File: src/rtl/shift_pkg.sv
// Shared definitions for the sequential shifter: operation encodings,
// FSM state type and direction constants.
package shift_pkg;

  // Operation select as presented on the mode input.
  typedef enum logic [1:0] {
    MODE_LOG = 2'b00,
    MODE_ARI = 2'b01,
    MODE_ROT = 2'b10,
    MODE_RSV = 2'b11
  } mode_t;

  // Controller states.
  typedef enum logic [1:0] {
    IDLE  = 2'b00,
    SHIFT = 2'b01,
    DONE  = 2'b10
  } state_t;

  // Direction input encoding.
  localparam logic DIR_LEFT  = 1'b0;
  localparam logic DIR_RIGHT = 1'b1;

endpackage

File: src/rtl/shift_step.sv
// One-position shift of a WIDTH-bit word for a given direction and mode.
// Rotation is built only when SHIFT_SEQ_ROTATE_EN is defined; otherwise
// every mode other than arithmetic falls through to a logical shift.
module shift_step
  import shift_pkg::*;
#(
  parameter int WIDTH = 8
) (
  input  logic [WIDTH-1:0] d,
  input  logic             dir,
  input  mode_t            mode,
  output logic [WIDTH-1:0] q
);

  // Select the inserted bit from the mode; left shifts never replicate sign.
  always_comb begin
    q = '0;
    case (mode)
      MODE_ARI: begin
        if (dir == DIR_RIGHT) q = {d[WIDTH-1], d[WIDTH-1:1]};
        else                  q = {d[WIDTH-2:0], 1'b0};
      end
`ifdef SHIFT_SEQ_ROTATE_EN
      MODE_ROT: begin
        if (dir == DIR_RIGHT) q = {d[0], d[WIDTH-1:1]};
        else                  q = {d[WIDTH-2:0], d[WIDTH-1]};
      end
`endif
      default: begin
        if (dir == DIR_RIGHT) q = {1'b0, d[WIDTH-1:1]};
        else                  q = {d[WIDTH-2:0], 1'b0};
      end
    endcase
  end

endmodule

File: src/rtl/shift_seq.sv
// Multi-cycle shifter: one bit position per clock, start/busy/done handshake.
// Optional rotate mode is enabled by defining SHIFT_SEQ_ROTATE_EN.
//
// Handshake: start is sampled only in IDLE; busy is high in SHIFT and DONE;
// done pulses for one cycle with the result on dout, which then holds until
// the next accepted start. Starts while busy are dropped, never queued.
module shift_seq
  import shift_pkg::*;
#(
  parameter int WIDTH = 8,
  parameter int SH_W  = 4
) (
  input  logic             clk,
  input  logic             rst,
  input  logic             start,
  input  logic [WIDTH-1:0] din,
  input  logic             dir,
  input  logic [SH_W-1:0]  sh,
  input  logic [1:0]       mode,
  output logic             busy,
  output logic             done,
  output logic [WIDTH-1:0] dout
);

  localparam int LOG_W = $clog2(WIDTH);
  // Counter must hold WIDTH itself for saturated shifts.
  localparam int CNT_W = LOG_W + 1;
  localparam logic [SH_W:0]    WIDTH_SH  = (SH_W + 1)'(WIDTH);
  localparam logic [CNT_W-1:0] WIDTH_CNT = CNT_W'(WIDTH);

  state_t            state;
  state_t            state_nx;
  logic [CNT_W-1:0]  cnt;
  logic              dir_q;
  mode_t             mode_q;
  mode_t             mode_in;
  logic [CNT_W-1:0]  k;
  logic [WIDTH-1:0]  step_q;

  // Normalise the requested mode; reserved (and rotate when absent) act logical.
  always_comb begin
    mode_in = MODE_LOG;
`ifdef SHIFT_SEQ_ROTATE_EN
    if (mode_t'(mode) == MODE_ARI || mode_t'(mode) == MODE_ROT) mode_in = mode_t'(mode);
`else
    if (mode_t'(mode) == MODE_ARI) mode_in = MODE_ARI;
`endif
  end

  // Effective shift count: saturate at WIDTH, or wrap modulo WIDTH for rotate.
  // Shifting WIDTH times one position naturally yields the saturated value.
  always_comb begin
    k = '0;
`ifdef SHIFT_SEQ_ROTATE_EN
    if (mode_in == MODE_ROT)          k = CNT_W'(sh[LOG_W-1:0]);
    else
`endif
    if ({1'b0, sh} >= WIDTH_SH)       k = WIDTH_CNT;
    else                              k = CNT_W'(sh);
  end

  shift_step #(.WIDTH(WIDTH)) u_step (
    .d    (dout),
    .dir  (dir_q),
    .mode (mode_q),
    .q    (step_q)
  );

  // State register.
  always_ff @(posedge clk or posedge rst) begin
    if (rst) state <= IDLE;
    else     state <= state_nx;
  end

  // Next-state logic.
  always_comb begin
    state_nx = state;
    case (state)
      IDLE:    if (start) state_nx = (k == '0) ? DONE : SHIFT;
      SHIFT:   if (cnt == CNT_W'(1)) state_nx = DONE;
      DONE:    state_nx = IDLE;
      default: state_nx = IDLE;
    endcase
  end

  // Handshake outputs decoded from state.
  always_comb begin
    busy = (state == SHIFT) || (state == DONE);
    done = (state == DONE);
  end

  // Working register, counter and latched command.
  always_ff @(posedge clk or posedge rst) begin
    if (rst) begin
      dout   <= '0;
      cnt    <= '0;
      dir_q  <= DIR_LEFT;
      mode_q <= MODE_LOG;
    end else begin
      case (state)
        IDLE: begin
          if (start) begin
            dout   <= din;
            dir_q  <= dir;
            mode_q <= mode_in;
            cnt    <= k;
          end
        end
        SHIFT: begin
          dout <= step_q;
          cnt  <= cnt - CNT_W'(1);
        end
        default: ;
      endcase
    end
  end

endmodule
File: config.mk
export PLATFORM = sky130hd
export DESIGN_NAME = shift_seq
export DESIGN_NICKNAME = d
export VERILOG_FILES = /design/src/rtl/shift_pkg.sv /design/src/rtl/shift_step.sv /design/src/rtl/shift_seq.sv
export SDC_FILE = /design/constraint.sdc
export NUM_CORES = 1
export LEC_CHECK = 0
export CORE_MARGIN = 3
export CORE_UTILIZATION = 47
export CTS_CLUSTER_DIAMETER = 50
export CTS_CLUSTER_SIZE = 8
export DETAILED_ROUTE_END_ITERATION = 10
export PLACE_DENSITY_LB_ADDON = 0.15
export SLEW_MARGIN = 20
export SYNTH_ARGS = -nofsm -noshare
export SYNTH_HDL_FRONTEND = slang
export SYNTH_SLANG_ARGS = --single-unit
File: constraint.sdc
create_clock -name clk -period 2.6 [get_ports clk]
set_clock_uncertainty 0.05 [all_clocks]
set_input_delay 0.78 -clock clk [delete_from_list [all_inputs] [get_ports clk]]
set_output_delay 0.78 -clock clk [all_outputs]
set_load 0.05 [all_outputs]
## Yosys cells after proc, flatten, opt, wreduce, memory -nomap -nowiden

Index checks and enable logic that the tools add are counted.

| storage, ports and cells | value |
|---|---|
| bits in registers | 17 |
| input port bits | 18 |
| output and inout port bits | 10 |
| logic and storage cells | 37 |

| cells by class | value |
|---|---|
| add/sub/neg operators | 1 |
| magnitude comparators | 1 |
| eq/ne operators | 8 |
| multiplexer cells | 13 |
| reductions and logical operators | 8 |

Operators with widths:

| operator | number |
|---|---|
| 8-bit 2-to-1 mux | 4 |
| 8-bit case mux with 2 select lines | 1 |
| 4-bit 2-to-1 mux | 2 |
| 4-bit case mux with 2 select lines | 1 |
| 2-bit by 1-bit equality test with 1-bit output, second input constant | 3 |
| 2-bit 2-to-1 mux | 3 |
| 2-bit AND reduction | 3 |
| 4-bit by 1-bit equality test with 1-bit output, second input constant | 1 |
| 4-bit greater-or-equal comparator, second input constant | 1 |
| 4-bit logical NOT | 1 |
| 2-bit != test, second input constant | 2 |
| 2-bit case mux with 2 select lines | 1 |
| 4-bit by 1-bit subtractor with 4-bit output, second input constant | 1 |
| 3-bit != test, second input constant | 1 |
| 3-bit AND reduction | 1 |
| 2-bit equality test, second input constant | 1 |
| 2-bit logical NOT | 1 |
| 2-bit nonzero test | 1 |
| 1-bit logical OR | 1 |
| 1-bit 2-to-1 mux | 1 |

## Longest topological paths before layout

| logic depth | value |
|---|---|
| word-level depth | 6 |
| depth in mapped cells | 7 |
| mapped depth without buffers | 5 |

## By module

A second synthesis with hierarchy kept.

| unflattened totals | value |
|---|---|
| cell total of the unflattened synthesis | 103 |
| area total of the unflattened synthesis | 1,033.5 um^2 |

Modules (own cells, without submodules):

| module | times used | cells each | area each (um^2) | sequential area each (um^2) |
|---|---|---|---|---|
| shift_seq | 1 | 92 | 907.1 | 400.4 |
| shift_step | 1 | 11 | 126.4 | 0.0 |

## Least setup slack after synthesis

No wires, ideal clock.

| path | value |
|---|---|
| path kind | register to output |
| from | register state[1] |
| to | output busy |
| arrival time | 0.938 ns |
| data required time | 1.770 ns |
| slack | 0.832 ns |
| cell stages (with the launch flop) | 3 |
| buffers on the path | 0 |
| path through | dfrtp_1 -> inv_1 -> ha_1 |

| between the ends | value |
|---|---|
| cells in the longest elaborated chain, start to end | 2 |
| elaborated cells between the ends (all ways) | 3 |
| classes of those cells | eq/ne (2); reduce/logical (1) |

RTL lines:

| what | RTL line | source |
|---|---|---|
| start, declared | shift_seq.sv:31 | `state_t state;` |
| start signal, assigned | shift_seq.sv:72 | `else state <= state_nx;` |
| 2-bit by 1-bit equality test with 1-bit output / 2-bit equality test (equally long branches) | shift_seq.sv:88 | `busy = (state == SHIFT) \|\| (state == DONE);` |
| 1-bit logical OR * | shift_seq.sv:88 |  |
| end, declared | shift_seq.sv:20 | `output logic busy,` |

Every way passes the cells marked *; elsewhere a longest branch is shown, timed or not.

## Final worst setup path

| path | value |
|---|---|
| from | register dout[5] |
| to | output dout[5] |

RTL lines:

| what | RTL line | source |
|---|---|---|
| start, declared | shift_seq.sv:22 | `output logic [WIDTH-1:0] dout` |
| start signal, assigned | shift_seq.sv:103 | `dout <= din;` |
| start signal, assigned | shift_seq.sv:110 | `dout <= step_q;` |

No word-level cell between the ends.

==> flow_summary.yaml <==
synth:
  synth_area_sq_um: 948.4
  ys_top_cells_by_area: "dfrtp_1 (42%), ha_1 (6.6%), mux2i_1 (6.3%)"
  synth.avg_cell_area_sq_um: 9.777
  synthCells: 97
  synth.top_cells.by_count: "dfrtp_1 (16), inv_1 (10), nor2_1 (7)"
  ys_ff_latch: 16
  yosysMostFrequentCell: "dfrtp_1"
  synth.distinct_cells: 33
  async_reset_ff_share_pct: 100.0
  synth-edff-count: 0
  ys.flop_type: "dfrtp_1"
  synth_fp_nets: 120
  synth_top_area_share_pct: 42.22
  seq_area_frac_synth_pct: 42.22
  synth_top_area_cell: "dfrtp_1"
  ys_warn_count: 0
place:
  dp.cells: 146
  port_buffers: 27
  place_area_sq_mm: 0.001236
  globalplace.congestion: 0.8188
  hpwl_um: 1549
worst_setup_path:
  cp.required_ps: 1770
  crit_buf_inv: 1
  path_delay_family: "buffers and inverters"
  cp_cell_sequence: "clkdlybuf4s50_1"
  cp-start-kind: "flip-flop"
  critPathArrivalTime_ps: 1530
  crit_path_top_delay_cell: "clkdlybuf4s50_1"
  worstSetupPathType: "flip-flop to output port"
  worst_path_largest_cell_delay_ps: 820
  cp_max_fo: 4
  endpoint_kind: "output port"
timing:
  timing.fmax_ghz: 0.4239
  period_needed_ps: 2359
  fin_tns_setup_ps: 0
  relSlewSlack_pct: 57.18
  finalHoldViolations: 0
  finalCritPeriodShare_pct: 90.73
  drv_slew: 0
  setup_violations: 0
  worst_pin_slew_ps: 641.6
  rsz0062_at_grt: "no"
global_route:
  track_usage_pct: 18.09
  overflow: 0
  antenna_found_initial: 0
  grt_start_max_net_pins: 26
  grt_pass1_vias: 807
  grt_pass1_wl_um: 3498
hold_path:
  min_path_type: "flip-flop to flip-flop"
detailed_routing:
  wirelength_um: 2119
  post_drt_via_cell_ratio: 5.413
  avgRoutedWirePerCell_um: 14.13
  drc: 0
  drt-pass1-iter-count: 4
  dr_total_vias: 812
  postRouteAntennaNets: 0
  first_iter_violations: 9
floorplanning:
  start_util_pct: 52.10
  core.rowCount: 15
  die_x_um: 50.92
  die_area_sq_mm: 0.002593
  ios: 28
  core-area_sq_mm: 0.001821
  die_h_um: 50.92
clocking:
  cts_tree: "built"
  clockRootBuffer: "clkbuf_4"
  clock_sinks: 16
  ctsHoldBuffers: 0
  clk_latency_ps: 290
  clkTransAtPathRegs_ps: 100
  clock_path_buffers: 2
  ctsResizeCount: 0
  htreeDepth: 1
  cts_buffers: 3
  postCtsSetupRepairBufs: 0
finish:
  layout.cells.non_filler: 150
  final_nets: 149
  syn_to_final_growth_pct: 34.17
  num_antenna_cells: 0
  fin_util_pct: 69.90
  layout-drive-gt1-share_pct: 8.800
  fin_area_sq_mm: 0.001272
run_status:
  run_status: "finished clean"
power:
  p_leak_nw: 0.6095
  power_density_mw_per_mm2: 1344
  peakVddDrop_uv: 709.1
run:
  max_cap_viol_count: 0
metal layers:
layer | track usage [%] | vias to the layer above | part of all wire (%)
met5 | 0 | - | 0
met4 | 8.072 | 0 | 1.7
met3 | 5.539 | 4 | 4.7
met2 | 28.76 | 19 | 49
met1 | 22.41 | 385 | 45
li1 | - | 404 | -
state kept, by name, indices dropped and copies added, names as in the netlist:
register and flops:
cnt 4, dir_q 1, dout 8, mode_q 1, state 2
path summary, 6_finish.rpt:
check | cells after the start | slack (ps) | endpoint | start
worst max-delay path | 1 | 240 | dout[5] | dout[5]$_DFFE_PP0P_
worst min-delay path | 2 | 450 | mode_q[0]$_DFFE_PP0P_ | mode_q[0]$_DFFE_PP0P_
worst max register to register | 6 | 800 | cnt[0]$_DFFE_PP0P_ | state[0]$_DFFE_PP0P_
worst min register to register | 2 | 450 | mode_q[0]$_DFFE_PP0P_ | mode_q[0]$_DFFE_PP0P_
max in group asynchronous | 2 | 1280 | dout[2]$_DFFE_PP0P_ | rst
min in group asynchronous | 2 | 810 | cnt[3]$_DFFE_PP0P_ | rst
report_power, final:
| part | internal [mW] | total (mW) | leakage [nW] | switching (mW) |
|---|---|---|---|---|
| clock | 0.0854 | 0.167 | 0.0210 | 0.0819 |
| sequential | 0.371 | 0.500 | 0.196 | 0.129 |
| combinational | 0.425 | 1.04 | 0.392 | 0.617 |
| total | 0.881 | 1.71 | 0.609 | 0.829 |
cells by family (layout without fill, tap and decap cells):
group                      Yosys count  after routing  synth area share [%]
adders and majority gates            5              5                 6.596
AOI/OAI and AO/OA                   30             30                 22.16
buffers and inverters               16             44                 7.256
DFF                                 16             16                 42.22
muxes                                9              9                 10.16
and+or+nand+nor                     21             21                 11.61
placed cells by master, fill, tap and decap left out, drive strengths merged:
master          n
clkdlybuf4s50  25
dfrtp          16
inv            10
nor2            7
mux2i           7
a211oi          6
a21o            6
o21ai           5
ha              5
buf             5
clkbuf          4
nand2           3
nor3            3
a21oi           3
a31oi           2
a211o           2
mux2            2
o21ba           1
o22a            1
nand3b          1
or3b            1
a22oi           1
nor4            1
a2bb2oi         1
nor2b           1
nor3b           1
a32oi           1
o22ai           1
and3            1
and3b           1
nand2b          1
cell type report:
| class | count | area (sq um) |
|---|---|---|
| timing repair buffer | 30 | 287.8 |
| clock buffer | 4 | 36.28 |
| fill | 149 | 548.0 |
| inverter | 10 | 37.54 |
| multi-input combinational | 65 | 479.2 |
| sequential | 16 | 400.4 |
| tap | 25 | 31.28 |
per-stage QoR:
stage | setup WS (ps) | hold slack [ps] | power [mW]
global route | 187.2 | 503.4 | 1.824
floorplan | 832.0 | 400.2 | 1.257
CTS | 218.1 | 453.7 | 1.723
detailed placement | 338.7 | 430.1 | 1.544
finish | 241.2 | 453.2 | 1.710
global placement | 384.8 | 414.4 | 1.516
Note: power is estimated with default switching activity, not from simulation.
==> edit 1: new RTL, same flow settings <==
Re-encode `state_t` (3 states) as one-hot, 3 bits wide.
--- a/src/rtl/shift_pkg.sv
+++ b/src/rtl/shift_pkg.sv
@@ -12,8 +12,8 @@
 
   // Controller states.
-  typedef enum logic [1:0] {
-    IDLE  = 2'b00,
-    SHIFT = 2'b01,
-    DONE  = 2'b10
+  typedef enum logic [2:0] {
+    IDLE  = 3'b001,
+    SHIFT = 3'b010,
+    DONE  = 3'b100
   } state_t;
 
Behaviour: no difference found for any inputs over 10 cycles, from zero or initial values and one cycle with rst high; not proved beyond that.
==> edit 1 against the unedited design <==
Design area increased by 0.69%. Worst setup slack worse by 0.0059 ns. Fmax is 0.25% lower. Die area increased by 1.3%. Power shrank 9.0%. Non-clock buffer count fell by 2. Sequential cell count is 1 higher. Combinational power is 17% lower. Synthesized area rose by 1.5%. Wire length grew 0.66%. Sequential power up 10%. Highest routed layer unchanged.
==> edit 1: results (changes against the unedited design) <==
Overall Global Routing Usage 0.184 (+0.00331); worst-path fanout max 9 (+5); number of vias per cell after detailed routing 5.37 (-0.74%); Worst Reg2Reg Path Length in Cells 4 (-2); proportion of layout cells with a drive suffix above 1 0.120 (+0.0323); final standard cell area without fillers 1280 um2 (+0.69%); met3 routing resource usage after global routing 0.0350 (-0.0204); min Tclk post-route 2.36 ns (+0.00593 ns); Worst slew margin 0.530 (-0.0419); clk root buf clkbuf_4; most used standard cells in the synthesized netlist dfrtp_1, nand2_1, nor2_1; Mapped Nets 126 (+5.0%); synthesized instance count 106 (+9.3%); adder and majority cell fraction of the synthesized area 0.0260 (-0.0400); number of global-route vias before repair 815 (+0.99%); net total in the final layout 154 (+3.4%); met2 track demand over resource in global routing 0.328 (+0.0408); worst setup slack for register-to-register paths 0.82 ns (+0.02 ns); routability cong. 0.725 (-11%); fraction of the mapped netlist area in compound gates 0.153 (-0.0682); data arrival at the endpoint of the critical path 1.53 ns (about the same); worst slack at placement -0.179 ns (-0.518 ns); post-synthesis cell type count 30 (-9.1%); global-route wire length before repair 3.62 mm (+3.3%); count of vias placed by the detailed router 849 (+4.6%); Worst Hold Margin 0.445 ns (-0.00829 ns); worst reg2reg startpoint state[2]$_DFFE_PP0P_; mux share of post-synthesis cell area 0.0897 (-0.0119); maximum ir drop on the vdd rail 0.762 mV (+7.5%); endpoint of the most critical register-to-register path dout[7]$_DFFE_PP0P_; destination of the critical timing path busy; top cells by area in the synthesized netlist dfrtp_1, mux2i_1, nand2_1; met1 usage in global routing 0.217 (-0.00676); detailed placement HPWL 1.57 mm (+1.0%); Layout fillers 157 (+5.4%); registers with the most flip-flops dout (8), cnt (4), state (3); synthesized-area fraction occupied by xor and xnor cells 0 (unchanged); violation count after the first detailed-routing iteration 15 (+6); Leak 0.000548 uW (-10%); run status complete, no violations; sequential fraction of the synthesis area 0.443 (+0.0213); average wire length per cell after detail routing 13.5 um (-4.4%); maximum number of pins on one net before global-route repair 22 (-15%)
[edit 1: cell count changes after synthesis, moves of 3 or more]
cell,unedited run,this run
ha_1,5,2
o21ai_1,0,8
nand2_1,3,15
a21o_1,6,0
nor2_1,7,11
a21oi_1,3,10
a211oi_1,6,2
inv_1,10,4
[edit 1: layout make-up]
class | count | share of cell area
repair buffers | 28 | 0.223
clock buffers | 4 | 0.0205
multi-input cells | 80 | 0.388
well taps | 25 | 0.0244
flip-flops and latches | 17 | 0.333
inverters | 4 | 0.0117
[edit 1: worst max-delay path, stage by stage, from the launching register on]
cell	delay [ns]
dfrtp_1	0.47
nor3b_4	0.42
or2_2	0.22
buf_12	0.13
[edit 1: where the power goes]
part	internal, uW	switching [uW]	total [uW]
Clock	59.5	81.7	141
Sequential	393	157	550
Combinational	360	504	864
Total	813	743	1560
[edit 1: routing by layer]
metal,up-vias,share of wire
met5,-,0
met4,0,0.0089
met3,2,0.033
met2,19,0.51
met1,401,0.45
li1,427,-
==> edit 2: new RTL, same flow settings <==
Made on the original files. Build with the macro `SHIFT_SEQ_ROTATE_EN` defined.
--- a/src/rtl/shift_step.sv
+++ b/src/rtl/shift_step.sv
@@ -2,4 +2,6 @@
 // Rotation is built only when SHIFT_SEQ_ROTATE_EN is defined; otherwise
 // every mode other than arithmetic falls through to a logical shift.
+`define SHIFT_SEQ_ROTATE_EN
+
 module shift_step
   import shift_pkg::*;
Check against the original RTL: not equivalent (a bounded check fails within 4 cycles, from zero or initial values and one cycle with rst high).
==> edit 2 against the unedited design <==
Sequential cell count grew 1. Wire length up 17%. Synthesized area is 14% higher. Combinational power up 11%. Cell count up 16%. Power up 7.2%. Global-route usage is 1.2 points higher. Design area is 9.0% higher. Worst setup slack lost 0.027 ns. Non-clock buffer count decreased by 1. First-iteration DRC count is 56% higher. Critical path depth did not move. Count of clock-buffer cells in the layout decreased by 1. Critical path type unchanged. Highest routed layer unchanged.
==> edit 2: results (changes against the unedited design) <==
run status complete, no violations; proportion of layout cells with a drive suffix above 1 0.0884 (+0.000435); top cells by area in the synthesized netlist dfrtp_1, ha_1, mux2i_1; Layout fillers 174 (+17%); highest clock frequency the design can meet 0.419 GHz (-1.1%); maximum number of pins on one net before global-route repair 18 (-31%); Mapped Nets 144 (+20%); post-detailed-routing wire length 2.48 mm (+17%); average wire length per cell after detail routing 14.3 um (+0.97%); startpoint of the lowest-slack hold path mode_q[1]$_DFFE_PP0P_; top flip-flop cell by instance count after synthesis dfrtp_1; worst reg2reg startpoint state[1]$_DFFE_PP0P_; Slew @ Worst Pin 0.643 ns (+0.00187 ns); Overall Global Routing Usage 0.193 (+0.0116); # diodes 0 (unchanged); count of vias placed by the detailed router 953 (+17%); Leak 0.000619 uW (+1.5%); global-route wire length before repair 4.02 mm (+15%); registers with the most flip-flops dout (8), cnt (4); worst setup slack for register-to-register paths 0.73 ns (-0.07 ns); H-tree depth reported by CTS 1 (unchanged); net total in the final layout 173 (+16%); worst slack at placement 0.391 ns (+0.0522 ns); Worst Reg2Reg Path Length in Cells 7 (+1); post-synthesis cell type count 30 (-9.1%); endpoint of the most critical register-to-register path dout[7]$_DFFE_PP0P_; violation count after the first detailed-routing iteration 14 (+5); data arrival at the endpoint of the critical path 1.56 ns (+0.03 ns); final standard cell area without fillers 1390 um2 (+9.0%); Hold Path End mode_q[1]$_DFFE_PP0P_; most used standard cells in the synthesized netlist dfrtp_1, nand2_1, a21oi_1, inv_1, nor2_1; routability cong. 0.832 (+1.6%); Post-Synthesis Mean Instance Area 9.06 um2 (-7.3%); sequential fraction of the synthesis area 0.394 (-0.0277); detailed placement HPWL 1.86 mm (+20%); maximum ir drop on the vdd rail 0.909 mV (+28%); number of synthesis warnings 0 (unchanged); Port Buffer Count 27 (unchanged); number of global-route vias before repair 942 (+17%)
[edit 2: cell types whose count changed in the layout (fill, tap and decap cells not counted), sizes merged, moves of 3 or more]
| cell | delta |
|---|---|
| a21oi | +8 |
| a21o | -5 |
| nand2b | +3 |
| o21ai | +7 |
| nand2 | +13 |
| a211oi | -6 |
[edit 2: cell type report]
cell class | instances | share of cell area
multi-input cells | 85 | 0.415
flip-flops and latches | 17 | 0.307
repair buffers | 29 | 0.202
inverters | 12 | 0.0325
well taps | 27 | 0.0243
clock buffers | 3 | 0.0162
clock inverters | 1 | 0.00361
[edit 2: how the worst max path moves through the flow]
stage	start	endpoint	slack, ns	cells after the start
floorplan	state[1]$_DFFE_PP0P_	busy	0.83	2
global placement	start	dout[7]$_DFFE_PP0P_	0.46	6
detailed placement	start	dout[7]$_DFFE_PP0P_	0.39	6
CTS	dout[0]$_DFFE_PP0P_	dout[0]	0.21	1
global route	dout[0]$_DFFE_PP0P_	dout[0]	0.17	1
finish	dout[0]$_DFFE_PP0P_	dout[0]	0.21	1
[edit 2: logic make-up after synthesis]
logic type / count (synthesis) / share of synthesized area
AOI/OAI and AO/OA: 37 / 0.233
and+or+nand+nor: 32 / 0.131
buffers and inverters: 17 / 0.0719
DFF: 17 / 0.394
muxes: 9 / 0.0882
adders and majority gates: 7 / 0.0812
[edit 2: metrics by stage]
step	power (uW)	hold slack, ns
final	1830	0.484
after global routing	1970	0.532
after CTS	1840	0.492
after detailed placement	1680	0.469
after global placement	1650	0.452
after floorplan	1380	0.425
[edit 2: routing by layer]
layer  wire length [um]  global-route usage  part of all wire  vias up
met5                  0                   0                 0        -
met4                 24              0.0511            0.0097        0
met3                127              0.0499             0.051        4
met2               1270               0.343              0.51       25
met1               1060               0.226              0.43      456
li1                   -                   -                 -      468
[edit 2: worst reg2reg max path, cell delays in order (launching register included)]
cell	delay, ns
dfrtp_1	0.41
inv_1	0.10
ha_1	0.44
mux2i_2	0.19
buf_4	0.23
a31oi_1	0.19
nor2_1	0.06
a31oi_1	0.14
[edit 2: power breakdown]
part,internal (uW),switching (uW)
Clock,57.3,85.8
Combinational,437,708
Sequential,394,150
Total,888,944
